## src/rtl/heap_feeder.sv

```systemverilog
// heap_feeder: accepts scored items upstream, packs them into heap words and
// sequences init / paced insertion / flush / drain for one top-K heap frame.
module heap_feeder #(
  parameter int DATA_WIDTH = 32,
  parameter int KEY_WIDTH  = 16,
  parameter int NLEVELS    = 4,
  parameter int CNT_WIDTH  = 16
) (
  input  logic                            clk_i,
  input  logic                            rstn_i,
  input  logic                            start_i,
  input  logic                            abort_i,
  input  logic                            s_valid_i,
  output logic                            s_ready_o,
  input  logic [KEY_WIDTH-1:0]            s_key_i,
  input  logic [DATA_WIDTH-KEY_WIDTH-3:0] s_payload_i,
  input  logic                            s_last_i,
  output logic [DATA_WIDTH-1:0]           heap_din_o,
  output logic                            heap_en_o,
  output logic                            heap_init_o,
  output logic                            heap_flush_o,
  input  logic                            heap_valid_i,
  output logic                            busy_o,
  output logic                            done_o,
  output logic [CNT_WIDTH-1:0]            in_count_o,
  output logic [CNT_WIDTH-1:0]            out_count_o
);

  localparam int HEAP_SIZE    = 2**(NLEVELS+1) - 1;
  localparam int DRAIN_CYCLES = 2*HEAP_SIZE + 8;
  localparam int DRAIN_W      = $clog2(DRAIN_CYCLES);

  // state | meaning
  // IDLE  | waiting for start      INIT  | heap_init pulse      FEED | paced inserts
  // FLUSH | heap_flush next cycle  DRAIN | wait for heap output DONE | done pulse next cycle
  typedef enum logic [2:0] {
    S_IDLE, S_INIT, S_FEED, S_FLUSH, S_DRAIN, S_DONE
  } state_t;

  state_t                  state_q, state_d;
  logic                    phase_q, phase_d;
  logic [DRAIN_W-1:0]      drain_q, drain_d;
  logic [DATA_WIDTH-1:0]   din_q, din_d;
  logic                    en_q, en_d;
  logic                    init_q, init_d;
  logic                    flush_q, flush_d;
  logic                    done_q, done_d;
  logic [CNT_WIDTH-1:0]    in_cnt_q, in_cnt_d;
  logic [CNT_WIDTH-1:0]    out_cnt_q, out_cnt_d;
  logic                    handshake;
  logic                    counting;

  assign s_ready_o    = (state_q == S_FEED) && !phase_q;
  assign handshake    = s_valid_i && s_ready_o;
  assign counting     = (state_q == S_FEED) || (state_q == S_FLUSH) || (state_q == S_DRAIN);

  assign heap_din_o   = din_q;
  assign heap_en_o    = en_q;
  assign heap_init_o  = init_q;
  assign heap_flush_o = flush_q;
  assign busy_o       = (state_q != S_IDLE);
  assign done_o       = done_q;
  assign in_count_o   = in_cnt_q;
  assign out_count_o  = out_cnt_q;

  always_comb begin
    state_d   = state_q;
    phase_d   = phase_q;
    drain_d   = drain_q;
    din_d     = din_q;
    en_d      = 1'b0;
    init_d    = 1'b0;
    flush_d   = 1'b0;
    done_d    = 1'b0;
    in_cnt_d  = in_cnt_q;
    out_cnt_d = out_cnt_q;

    // Abort leaves the heap cleared so a stale partial frame never leaks out.
    if (state_q != S_IDLE && abort_i) begin
      state_d = S_IDLE;
      init_d  = 1'b1;
    end else begin
      if (counting && heap_valid_i && !(&out_cnt_q)) begin
        out_cnt_d = out_cnt_q + CNT_WIDTH'(1);
      end
      case (state_q)
        S_IDLE: begin
          if (start_i && !abort_i) begin
            state_d   = S_INIT;
            init_d    = 1'b1;
            in_cnt_d  = '0;
            out_cnt_d = '0;
          end
        end
        S_INIT: begin
          state_d = S_FEED;
          phase_d = 1'b0;
        end
        S_FEED: begin
          phase_d = !phase_q;
          if (handshake) begin
            en_d  = 1'b1;
            din_d = {2'b00, s_payload_i, s_key_i};
            if (!(&in_cnt_q)) begin
              in_cnt_d = in_cnt_q + CNT_WIDTH'(1);
            end
            if (s_last_i) begin
              state_d = S_FLUSH;
            end
          end
        end
        S_FLUSH: begin
          flush_d = 1'b1;
          state_d = S_DRAIN;
          drain_d = DRAIN_W'(DRAIN_CYCLES - 1);
        end
        S_DRAIN: begin
          if (drain_q == '0) begin
            state_d = S_DONE;
          end else begin
            drain_d = drain_q - DRAIN_W'(1);
          end
        end
        S_DONE: begin
          done_d  = 1'b1;
          state_d = S_IDLE;
        end
        default: state_d = S_IDLE;
      endcase
    end
  end

  always_ff @(posedge clk_i or negedge rstn_i) begin
    if (!rstn_i) begin
      state_q   <= S_IDLE;
      phase_q   <= 1'b0;
      drain_q   <= '0;
      din_q     <= '0;
      en_q      <= 1'b0;
      init_q    <= 1'b0;
      flush_q   <= 1'b0;
      done_q    <= 1'b0;
      in_cnt_q  <= '0;
      out_cnt_q <= '0;
    end else begin
      state_q   <= state_d;
      phase_q   <= phase_d;
      drain_q   <= drain_d;
      din_q     <= din_d;
      en_q      <= en_d;
      init_q    <= init_d;
      flush_q   <= flush_d;
      done_q    <= done_d;
      in_cnt_q  <= in_cnt_d;
      out_cnt_q <= out_cnt_d;
    end
  end

endmodule

```

## config.mk

```make
export PLATFORM = sky130hd
export DESIGN_NAME = heap_feeder
export DESIGN_NICKNAME = d
export VERILOG_FILES = /design/src/rtl/heap_feeder.sv
export SDC_FILE = /design/constraint.sdc
export NUM_CORES = 1
export LEC_CHECK = 0
export CAP_MARGIN = 20
export CELL_PAD_IN_SITES_DETAIL_PLACEMENT = 1
export CELL_PAD_IN_SITES_GLOBAL_PLACEMENT = 1
export CORE_MARGIN = 8
export CORE_UTILIZATION = 38
export DETAILED_ROUTE_END_ITERATION = 6
export PLACE_DENSITY = 0.88
export SLEW_MARGIN = 0
export SYNTH_ARGS = -nofsm -noshare
export SYNTH_HDL_FRONTEND = slang
export SYNTH_SLANG_ARGS = --single-unit
```

## constraint.sdc

```tcl
create_clock -name clk_i -period 3.6 [get_ports clk_i]
set_clock_uncertainty 0.15 [all_clocks]
set_input_delay 0.54 -clock clk_i [delete_from_list [all_inputs] [get_ports clk_i]]
set_output_delay 0.54 -clock clk_i [all_outputs]
set_load 0.05 [all_outputs]
```

After elaboration in Yosys (flattened, before gate mapping)
Cells that the tools add are included.
{"block": "classes", "shifts": 0, "eq_ne": 13, "div": 0, "n_mul": 0, "reduce_logical": 24, "add_sub_neg": 3, "n_mux": 26, "bitwise": 1, "magnitude_cmp": 0}
{"op": "$mux W16", "n": 6}
{"op": "$add A16 B1 Y16 const B", "n": 2}
{"op": "$pmux W16 S2", "n": 1}
{"op": "$reduce_and A16 Y1", "n": 2}
{"op": "$mux W3", "n": 5}
{"op": "$pmux W3 S5", "n": 1}
{"op": "$pmux W7 S2", "n": 1}
{"op": "$mux W1", "n": 10}
{"op": "$ne A2 B2 Y1 const B", "n": 4}
{"op": "$logic_not A7 Y1", "n": 1}
{"op": "$mux W7", "n": 1}
{"op": "$sub A7 B1 Y7 const B", "n": 1}
{"op": "$eq A3 B2 Y1 const B", "n": 2}
{"op": "$eq A3 B3 Y1 const B", "n": 2}
{"op": "$logic_and A1 B1 Y1", "n": 6}
{"op": "$ne A3 B2 Y1 const B", "n": 2}
{"op": "$reduce_and A3 Y1", "n": 2}
{"op": "$reduce_bool A2 Y1", "n": 3}
{"op": "$reduce_and A5 Y1", "n": 1}
{"op": "$reduce_and A4 Y1", "n": 1}
{"op": "$eq A3 B1 Y1 const B", "n": 1}
{"op": "$logic_not A1 Y1", "n": 3}
{"op": "$logic_not A3 Y1", "n": 1}
{"op": "$ne A3 B1 Y1 const B", "n": 1}
{"op": "other kinds (6)", "n": 7}
{"block": "totals", "regBits": 77, "latch_bits": 0, "ram_bits": 0, "input_bits": 37, "out_inout_bits": 70, "mem_count": 0, "mem_bits_ro": 0, "wordCells": 77}

Longest topological paths before layout
Gate-level depths: netlist (run 1).
{"block": "depth", "ltp_word": 8, "ltp_mapped": 7, "mapped_depth_nobuf": 6}

Least setup slack after synthesis (run 1)
OpenSTA, ideal clock, no wires.
{"block": "synth_path", "kind": "register -> output", "start": "register state_q[2]", "end": "output s_ready_o", "path_slack_ns": 1.238, "arrival_time_ns": 1.672, "stages_incl_launch_ff": 4, "required_ns": 2.910, "n_path_buf": 1, "path_cell_list": "dfrtp_1 -> clkbuf_1 -> or3b_1 -> nor2_1"}
{"block": "synth_via", "elab_chain_cells": 2}
{"item": "start: declaration", "line_no": "40", "source": "state_t state_q, state_d;"}
{"item": "start signal: assignment", "line_no": "146", "source": "state_q <= state_d;"}
{"item": "$eq A3 B2 Y1", "line_no": "53", "source": "assign s_ready_o = (state_q == S_FEED) && !phase_q;"}
{"item": "$logic_and A1 B1 Y1", "line_no": "53"}
{"item": "end: declaration", "line_no": "14", "source": "output logic s_ready_o,"}
Every way passes these cells.

Worst setup path after layout (run 1)
{"block": "layout_path", "start": "register state_q[1]", "end": "output s_ready_o"}
Same word-level chain as after synthesis.

==> results.md, run 1 <==
- Status: complete, no violations
- Switching Power: 1.50 mW
- Area grow syn2layout: 35.5%
- Die area: 13,400 um2
- Area leader, netlist: dfrtp_1
- Final Slew Violations: 0
- Initial antenna violation count: 0
- Die H: 116 um
- Max Buffers Root-to-Sink: 2
- Final Cell Area: 5120 um2
- EDFF count, synth: 0
- Row count: 36
- Sequential share of the synthesized area: 51.0%
- Yosys cell types: 53
- Most frequent cells after synthesis: 123 x nand2_1, 77 x dfrtp_1, 20 x nor2_1, 19 x nand3_1, 12 x clkbuf_1
- Chip width: 116 um
- CTS tree: done
- Final Cycle Share: 86.3%
- Io pins: 107
- Vias in the first global route: 3,707
- Sequential share of power: 37.3%
- Fin nets: 555
- Tightest Hold Check Type: reg2reg
- Top-count cell post-synth: nand2_1
- Synth top area cells: dfrtp_1 51%, nand2_1 12%, nand3_1 2.5%
- Synth top area share: 51.0%
- Synth Warn #: 0
- Worst-path clk slew: 90 ps
- WL/cell: 17.4 um
- Num CTS Buffers: 9
- Main synth FF type: dfrtp_1
- Global Route Usage Sum: 17.9%
- Final hold vios: 0
- Detailed Route WL: 11,400 um
- Setup-failing EPs final: 0
- Routability Congestion: 0.766
- Pin count of the biggest net entering global routing: 78
- DRT Pass-1 Iters: 5
- Placed cell area: 4910 um2
- 1st-iter DRT viols: 150
- VDD IR max: 501 uV
- Crit path max fanout: 15
- Worst Path Required: 2910 ps
- Crit Path Category: reg2out
- HPWL after DPL: 8330 um
- # Max-Cap Violations: 0
- Lkg Pwr: 2.22 nW
- FMAX: 322 MHz
- Clk sinks: 77
- Residual DRC: 0
- Core area: 9730 um2
- Logic pwr share: 44.4%
- Fill cells: 1,132
- PortBufs: 104
- Post-DR vias/cell: 5.29
- Vias after detailed routing: 3,452
- Gate Count Post-Synth: 413
- Slew HR: 41.4%
- CP endpoint kind: output pin
- Initial Utilization: 38.8%
- Clk pwr share: 18.3%
- Layout cells sized above 1: 5.78%
- Final ANT Viol Nets: 0
- RSZ-0062 raised after global routing: false
- Post-synthesis cell area: 3780 um2
- ANT cells: 0
- Total gr overflow: 0
- Min cycle time layout: 3110 ps
- Post-Syn Area per Cell: 9.15 um2
- Power per standard cell area: 648 nW/um2
- Setup TNS Final: 0 ps
- Switching share of power: 45.3%
- Final core occ: 52.6%
- R2R cell count: 5
- FF+latch count, synth: 77
- CP Launch Type: flip-flop
- Synth async-reset ratio: 100%
- Critical Path AT: 2420 ps
- Clk root buf: clkbuf_8
- Worst-Margin Slew: 873 ps
- PostCTS Resize Cnt: 0
- Cell Int Power: 1.81 mW
- H-tree depth: 3
- Clk Latency, worst-skew pair: 360 ps
- Hold path depth: 2
- First-pass GRT wire length: 18,900 um
## through the flow
stage / hold slack (ps) / worst slack, ps / total power, mW / instances
final: 329 / 492 / 3.32 / 652
after global routing: 360 / 335 / 3.50 / 652
after global placement: 306 / 725 / 2.69 / 634
after floorplan: 94.4 / 1240 / 2.19 / 414
after detailed placement: 312 / 656 / 2.74 / 634
after CTS: 235 / 465 / 3.35 / 650
## state kept, by name, summed over array words and instances, names as in the netlist
signal	count
heap_flush_o	1
heap_init_o	1
in_count_o	16
drain_q	7
state_q	3
heap_en_o	1
out_count_o	16
heap_din_o	30
phase_q	1
done_o	1
## placed cells by master (no fill, tap or decap), types with 3 or more instances in the layout
master           instances
nand3_1                 19
ha_1                     4
and2_1                   6
nand4_1                  7
o311ai_0                 6
clkbuf_8                 9
or4_1                    9
xnor2_1                  7
clkinvlp_4               4
o21ai_0                 11
o31ai_1                  4
a211oi_1                 4
buf_4                    5
and3_1                   9
nor2_1                  20
and4_1                   3
inv_1                    9
nor3_1                   4
or3_1                    7
o211ai_1                 9
clkdlybuf4s50_1        103
a21oi_1                  7
xor2_1                   5
dfrtp_1                 77
nor4_1                   6
o41ai_1                  4
nand2_1                123
## worst max-delay path, stage by stage (launching register included)
cell             delay, ps
dfrtp_1                640
or3b_1                 460
nor2_1                 140
clkdlybuf4s50_1        820
## power groups by stage
| stage | Clock, mW | Sequential (mW) | Combinational, mW |
|---|---|---|---|
| floorplan | 0 | 1.81 | 0.371 |
| global placement | 0 | 1.24 | 1.45 |
| detailed placement | 0 | 1.26 | 1.48 |
| CTS | 0.619 | 1.24 | 1.49 |
| global route | 0.659 | 1.27 | 1.57 |
| finish | 0.607 | 1.24 | 1.47 |
## routing by layer
| layer | vias up | wire (um) | global-route usage, % |
|---|---|---|---|
| met5 | - | 0 | 0 |
| met4 | 0 | 184 | 6.05 |
| met3 | 14 | 1180 | 8.29 |
| met2 | 107 | 5460 | 30.1 |
| met1 | 1691 | 4540 | 19.6 |
| li1 | 1640 | - | - |
## path summary, 6_finish.rpt
check	end	slack, ps	start
worst max-delay path	s_ready_o	490	state_q[1]
worst min-delay path	heap_din_o[4]	330	heap_din_o[4]
worst max register to register	in_count_o[1]	910	state_q[1]
worst min register to register	heap_din_o[4]	330	heap_din_o[4]
max in group asynchronous	heap_din_o[23]	2340	rstn_i
min in group asynchronous	out_count_o[10]	400	rstn_i
## timing repair
action / 4_1_cts / 5_1_grt
setup buffers: 0 / 0
hold endpoints to repair: 0 / 8
hold buffers: 0 / 1
## final cells by class
class / count / area (um2) / area share (%)
clock buffer: 10 / 128 / 2.49
clock inverter: 6 / 47.5 / 0.929
inverter: 9 / 33.8 / 0.660
multi-input combinational: 307 / 1710 / 33.4
sequential: 77 / 1930 / 37.6
tap: 133 / 166 / 3.25
timing repair buffer: 110 / 1110 / 21.6
## cell families after synthesis
family | count (synthesis) | synth area share, %
AOI/OAI and AO/OA | 53 | 9.84
xor gates and xnor gates | 12 | 2.78
adders and majority gates | 4 | 1.32
buffers and inverters | 30 | 3.78
DFF | 77 | 51.0
muxes | 2 | 0.596
other | 1 | 0.0993
and+or+nand+nor | 234 | 30.6
Note: power is estimated with default switching activity, not from simulation.
==> run 2, diff against run 1 <==
==> constraint.sdc (replaced) <==
create_clock -name clk_i -period 3.99 [get_ports clk_i]
set_clock_uncertainty 0.15 [all_clocks]
set_input_delay 0.5985 -clock clk_i [delete_from_list [all_inputs] [get_ports clk_i]]
set_output_delay 0.5985 -clock clk_i [all_outputs]
set_load 0.05 [all_outputs]
==> run 2 against run 1 <==
  * Hold slack hardly changed
  * Global-route usage hardly changed
  * Critical path type unchanged
  * First-iteration DRC count is 39% lower
  * Highest routed layer unchanged
  * Largest power group unchanged
==> results.md, run 2 (synthesis gave the netlist of run 1 again) <==
- Status: complete, no violations (unchanged)
- RR Endpoint: in_count_o[1] (unchanged)
- Most frequent cells in the layout: 123 x nand2_1, 103 x clkdlybuf4s50_1, 77 x dfrtp_1 (unchanged)
- Pin count of the biggest net entering global routing: 78 (unchanged)
- Max Buffers Root-to-Sink: 2 (unchanged)
- # Max-Cap Violations: 0 (unchanged)
- Power per standard cell area: 611 nW/um2 (was 648 nW/um2)
- Critical Path AT: 2420 ps (about the same)
- Detailed Route WL: 11,500 um (was 11,400 um)
- PortBufs: 104 (unchanged)
- Final ANT Viol Nets: 0 (unchanged)
- PostCTS Resize Cnt: 0 (unchanged)
- Die H: 116 um (unchanged)
- Post-DR vias/cell: 5.36 (was 5.29)
- CP Launch Type: flip-flop (unchanged)
- Setup-failing EPs final: 0 (unchanged)
- CP max-delay cell: clkdlybuf4s50_1 (unchanged)
- Worst-Margin Slew: 913 ps (was 873 ps)
- H-tree depth: 3 (unchanged)
- Crit path capture: s_ready_o (unchanged)
- Final hold vios: 0 (unchanged)
- Final Cycle Share: 79.4%
- Tightest Hold Check Type: reg2reg (unchanged)
- Initial Utilization: 38.8% (unchanged)
- Core area: 9730 um2 (unchanged)
- R2R cell count: 6 (was 5)
- Global Route Usage Sum: 18.0% (was 17.9%)
- Overall power: 3.17 mW (was 3.32 mW)
- Min cycle time layout: 3170 ps
- Most common library cell in the layout ignoring fill and taps: nand2_1 (unchanged)
- Slew HR: 38.7% (was 41.4%)
- Chip width: 116 um (unchanged)
- Reg2Reg Launch Point: in_count_o[0] (was state_q[1])
- Area grow syn2layout: 37.2% (was 35.5%)
- ANT cells: 0 (unchanged)
- Final Slew Violations: 0 (unchanged)
- Cell family with most CP delay: buffers and inverters (unchanged)
- Crit-path cells: or3b_1 -> nor2_1 -> clkdlybuf4s50_1 (unchanged)
- Num CTS Buffers: 9 (unchanged)
- DRT Pass-1 Iters: 4 (was 5)
- HPWL after DPL: 8460 um (was 8330 um)
- Critical path origin: state_q[1] (unchanged)
- Worst path buffer plus inverter count: 1 (unchanged)
- Max reg flops: 30 (unchanged)
- Row count: 36 (unchanged)
- WP depth: 3 (unchanged)
- 1st-iter DRT viols: 91 (was 150)
- CTS tree: done (unchanged)
- RSZ-0062 raised after global routing: false (unchanged)
- Total gr overflow: 0 (unchanged)
- CP endpoint kind: output pin (unchanged)
- Fin nets: 555 (unchanged)
- Crit Path Category: reg2out (unchanged)
- Io pins: 107 (unchanged)
- Setup TNS Final: 0 ps (unchanged)
- Initial antenna violation count: 0 (unchanged)
- WL/cell: 17.7 um (was 17.4 um)
- Die area: 13,400 um2 (unchanged)
- Routability Congestion: 0.757 (was 0.766)
- R2R setup slack: 1320 ps (was 910 ps)
- Vias in the first global route: 3,790 (was 3,707)
- Crit path max fanout: 15 (unchanged)
- Slowest Stage Delay on Critical Path: 820 ps (about the same)
- Clk root buf: clkbuf_8 (unchanged)
- VDD IR max: 379 uV (was 501 uV)
- Worst Path Required: 3240 ps (was 2910 ps)
- Lkg Pwr: 2.26 nW (was 2.22 nW)
- Fill cells: 1,153 (was 1,132)
- Clk sinks: 77 (unchanged)
- Residual DRC: 0 (unchanged)
- FMAX: 315 MHz
- Worst-path clk slew: 80 ps (was 90 ps)
- Layout cells sized above 1: 5.78% (unchanged)
- First-pass GRT wire length: 19,100 um (was 18,900 um)
- Vias after detailed routing: 3,495 (was 3,452)
- Clk Latency, worst-skew pair: 350 ps (was 360 ps)
==> run 2: layout make-up <==
class / count / area [um2] / area share [%]
flip-flops and latches: 77 / 1930 / 37.2
multi-input cells: 307 / 1710 / 33.0
repair buffers: 110 / 1100 / 21.3
well taps: 133 / 166 / 3.21
clock buffers: 10 / 128 / 2.46
clock inverters: 6 / 111 / 2.15
inverters: 9 / 33.8 / 0.652
==> run 2: worst min-delay path, stage by stage, from the launching register on <==
cell and delay [ps]:
dfrtp_1 350, nand2_1 50, nand2_1 50
==> run 2: how the worst min path moves through the flow <==
stage	from	end	slack (ps)	depth (start not counted)
6_report	heap_din_o[17]	heap_din_o[17]	330	2
5_1_grt	heap_din_o[1]	heap_din_o[1]	360	2
4_1_cts	rstn_i	out_count_o[8]	300	1
3_5_place_dp	heap_din_o[17]	heap_din_o[17]	310	2
3_3_place_gp	heap_din_o[28]	heap_din_o[28]	310	2
2_1_floorplan	rstn_i	done_o	150	0
==> run 2: timing repair <==
item,CTS,global route
hold endpoints to repair,0,8
setup buffers,0,0
hold buffers,0,1
==> run 2: routing by layer <==
metal	routed length [um]	global-route usage, %	up-vias
met2	5750	31.3	101
met4	187	6.22	0
met5	0	0	-
met1	4550	19.3	1743
met3	1050	7.30	15
li1	-	-	1636
==> run 2: per-stage QoR <==
stage	cells	area, um2	setup slack, ps	utilization (%)	hold WS (ps)
after detailed placement	633	4900	961	50.4	313
after floorplan	414	3780	1570	-	153
after global placement	633	4900	1060	50.4	306
after global routing	652	5180	677	53.3	356
after CTS	649	5140	793	52.8	299
final	652	5180	820	53.3	329
==> run 2: where the power goes <==
group          internal [mW]  switching (mW)
clock network          0.416           0.301
logic                  0.437           0.891
registers              0.970           0.151
total                   1.82            1.34
==> run 3, diff against run 2 <==
--- a/config.mk
+++ b/config.mk
@@ -9,9 +9,9 @@
 export CELL_PAD_IN_SITES_DETAIL_PLACEMENT = 1
 export CELL_PAD_IN_SITES_GLOBAL_PLACEMENT = 1
 export CORE_MARGIN = 8
-export CORE_UTILIZATION = 38
+export CORE_UTILIZATION = 32
 export DETAILED_ROUTE_END_ITERATION = 6
-export PLACE_DENSITY = 0.88
+export PLACE_DENSITY = 0.79
 export SLEW_MARGIN = 0
 export SYNTH_ARGS = -nofsm -noshare
 export SYNTH_HDL_FRONTEND = slang
==> constraint.sdc (replaced) <==
create_clock -name clk_i -period 2.6 [get_ports clk_i]
set_clock_uncertainty 0.15 [all_clocks]
set_input_delay 0.39 -clock clk_i [delete_from_list [all_inputs] [get_ports clk_i]]
set_output_delay 0.39 -clock clk_i [all_outputs]
set_load 0.05 [all_outputs]
==> run 3 against run 2 <==
  * Total power rose by 59%
  * Flip-flop and latch count did not move
  * Worst setup slack got worse by 760 ps
  * Global-route usage fell by 2.9 points
  * Count of clock-buffer cells in the layout fell by 1
  * Hold slack got worse by 4.3 ps
  * Critical endpoint is now busy_o
  * Highest routed layer unchanged
==> results.md, run 3 (synthesis gave the netlist of run 1 again) <==
- Power per standard cell area: 947 nW/um2 (was 611 nW/um2)
- 1st-iter DRT viols: 203 (was 91)
- Clk Latency, worst-skew pair: 340 ps (was 350 ps)
- Critical Path AT: 2000 ps (was 2420 ps)
- CP Launch Type: flip-flop (unchanged)
- H-tree depth: 3 (unchanged)
- Pin count of the biggest net entering global routing: 44 (was 78)
- Overall power: 5.03 mW (was 3.17 mW)
- Max reg flops: 30 (unchanged)
- Num CTS Buffers: 9 (unchanged)
- Worst-path clk slew: 70 ps (was 80 ps)
- WL/cell: 17.2 um (was 17.7 um)
- Clk root buf: clkbuf_16 (was clkbuf_8)
- Placed cell area: 5010 um2 (was 4900 um2)
- Logic pwr share: 40.9% (was 41.9%)
- Die area: 15,500 um2 (was 13,400 um2)
- Final WS setup: 55.2 ps (was 820 ps)
- Crit Path Category: reg2out (unchanged)
- CP endpoint kind: output pin (unchanged)
- Met2 wire len: 5650 um (was 5750 um)
- Worst hold slack: 325 ps (was 329 ps)
- Final Cycle Share: 97.9%
- Placed cell count: 653 (was 633)
- Detailed Route WL: 11,500 um (about the same)
- FMAX: 393 MHz
- Met1 WL: 4850 um (was 4550 um)
- Final core occ: 46.3% (was 53.3%)
- Total gr overflow: 0 (unchanged)
- Sequential share of power: 34.3% (was 35.4%)
- Io pins: 107 (unchanged)
- Core area: 11,500 um2 (was 9730 um2)
- ANT cells: 0 (unchanged)
- Worst Path Required: 2060 ps (was 3240 ps)
- Max Buffers Root-to-Sink: 2 (unchanged)
- Final Cell Area: 5310 um2 (was 5180 um2)
- Fill cells: 1,340 (was 1,153)
- Status: complete, no violations (unchanged)
- Final Slew Violations: 0 (unchanged)
- Most common library cell in the layout ignoring fill and taps: nand2_1 (unchanged)
- Setup TNS Final: 0 ps (unchanged)
- Lkg Pwr: 2.33 nW (was 2.26 nW)
- Setup-failing EPs final: 0 (unchanged)
- Final ANT Viol Nets: 0 (unchanged)
- Row count: 39 (was 36)
- Switching share of power: 43.3% (was 42.4%)
- Fin nets: 563 (was 555)
- Clk sinks: 77 (unchanged)
- Switching Power: 2.18 mW (was 1.34 mW)
- Initial antenna violation count: 0 (unchanged)
- Fin cells: 670 (was 652)
- Slew HR: 59.6% (was 38.7%)
- Vias after detailed routing: 3,454 (was 3,495)
- Final hold vios: 0 (unchanged)
- Min cycle time layout: 2540 ps
- Residual DRC: 0 (unchanged)
- Crit path max fanout: 11 (was 15)
- Vias in the first global route: 3,825 (was 3,790)
- Cell Int Power: 2.86 mW (was 1.82 mW)
- DP Worst Slack: 132 ps (was 961 ps)
- Die H: 125 um (was 116 um)
- DRT Pass-1 Iters: 4 (unchanged)
- Clk pwr share: 24.8% (was 22.6%)
- # Max-Cap Violations: 0 (unchanged)
- Routability Congestion: 0.754 (was 0.757)
- Chip width: 125 um (was 116 um)
- Tightest Hold Check Type: reg2reg (unchanged)
- Top layer in use: met4 (unchanged)
- Layout cells sized above 1: 7.59% (was 5.78%)
- Global Route Usage Sum: 15.0% (was 18.0%)
- Post-DR vias/cell: 5.16 (was 5.36)
- Area grow syn2layout: 40.6% (was 37.2%)
- First-pass GRT wire length: 19,500 um (was 19,100 um)
- CTS tree: done (unchanged)
- Most frequent cells in the layout: 123 x nand2_1, 102 x clkdlybuf4s50_1, 77 x dfrtp_1 (was 123 x nand2_1, 103 x clkdlybuf4s50_1, 77 x dfrtp_1)
- Worst-Margin Slew: 602 ps (was 913 ps)
- HPWL after DPL: 8550 um (was 8460 um)
- VDD IR max: 626 uV (was 379 uV)
- Initial Utilization: 32.9% (was 38.8%)
- RSZ-0062 raised after global routing: false (unchanged)
- WL met3: 886 um (was 1050 um)
- PortBufs: 104 (unchanged)
==> run 3: cell count changes in the layout (fill, tap and decap cells not counted), moves of 3 or more <==
cell,delta
clkbuf_16,+9
buf_4,+9
clkbuf_8,-9
bufinv_16,-3
==> run 3: worst paths after layout <==
check / cells past startpoint / slack [ps] / from / endpoint
max in group asynchronous: 3 / 1310 / rstn_i / done_o
max: 2 / 60 / state_q[0] / busy_o
max reg2reg: 5 / 240 / state_q[0] / out_count_o[13]
min reg2reg: 2 / 320 / heap_din_o[26] / heap_din_o[26]
min in group asynchronous: 2 / 400 / rstn_i / in_count_o[9]
min: 2 / 320 / heap_din_o[26] / heap_din_o[26]
==> run 3: final cells by class <==
type | count | area (um2) | share of cell area (%)
inverters | 9 | 33.8 | 0.636
clock inverters | 7 | 66.3 | 1.25
flip-flops and latches | 77 | 1930 | 36.3
clock buffers | 9 | 225 | 4.24
repair buffers | 118 | 1170 | 22.0
well taps | 143 | 179 | 3.37
multi-input cells | 307 | 1710 | 32.2
==> run 3: worst max-delay path, cell delays in order (launching register included) <==
cell and delay [ps]:
dfrtp_1 520, or3_4 440, clkdlybuf4s50_1 710
==> run 3: timing repair <==
item                      CTS  global route
hold buffers                1             0
hold endpoints to repair   34             0
resized for setup           0             0
setup buffers               0             0
==> run 3: routing by layer <==
metal	vias to the layer above	GRT usage, %
li1	1661	-
met1	1692	17.0
met2	88	25.3
met3	13	5.96
met4	0	4.54
met5	-	0
==> run 3: power groups by stage <==
stage	Combinational, mW	Sequential, mW	Clock (mW)
2_1_floorplan	0.514	2.51	0
3_3_place_gp	2.04	1.73	0
3_5_place_dp	2.08	1.74	0
4_1_cts	2.09	1.73	1.28
5_1_grt	2.21	1.77	1.33
6_report	2.06	1.73	1.25
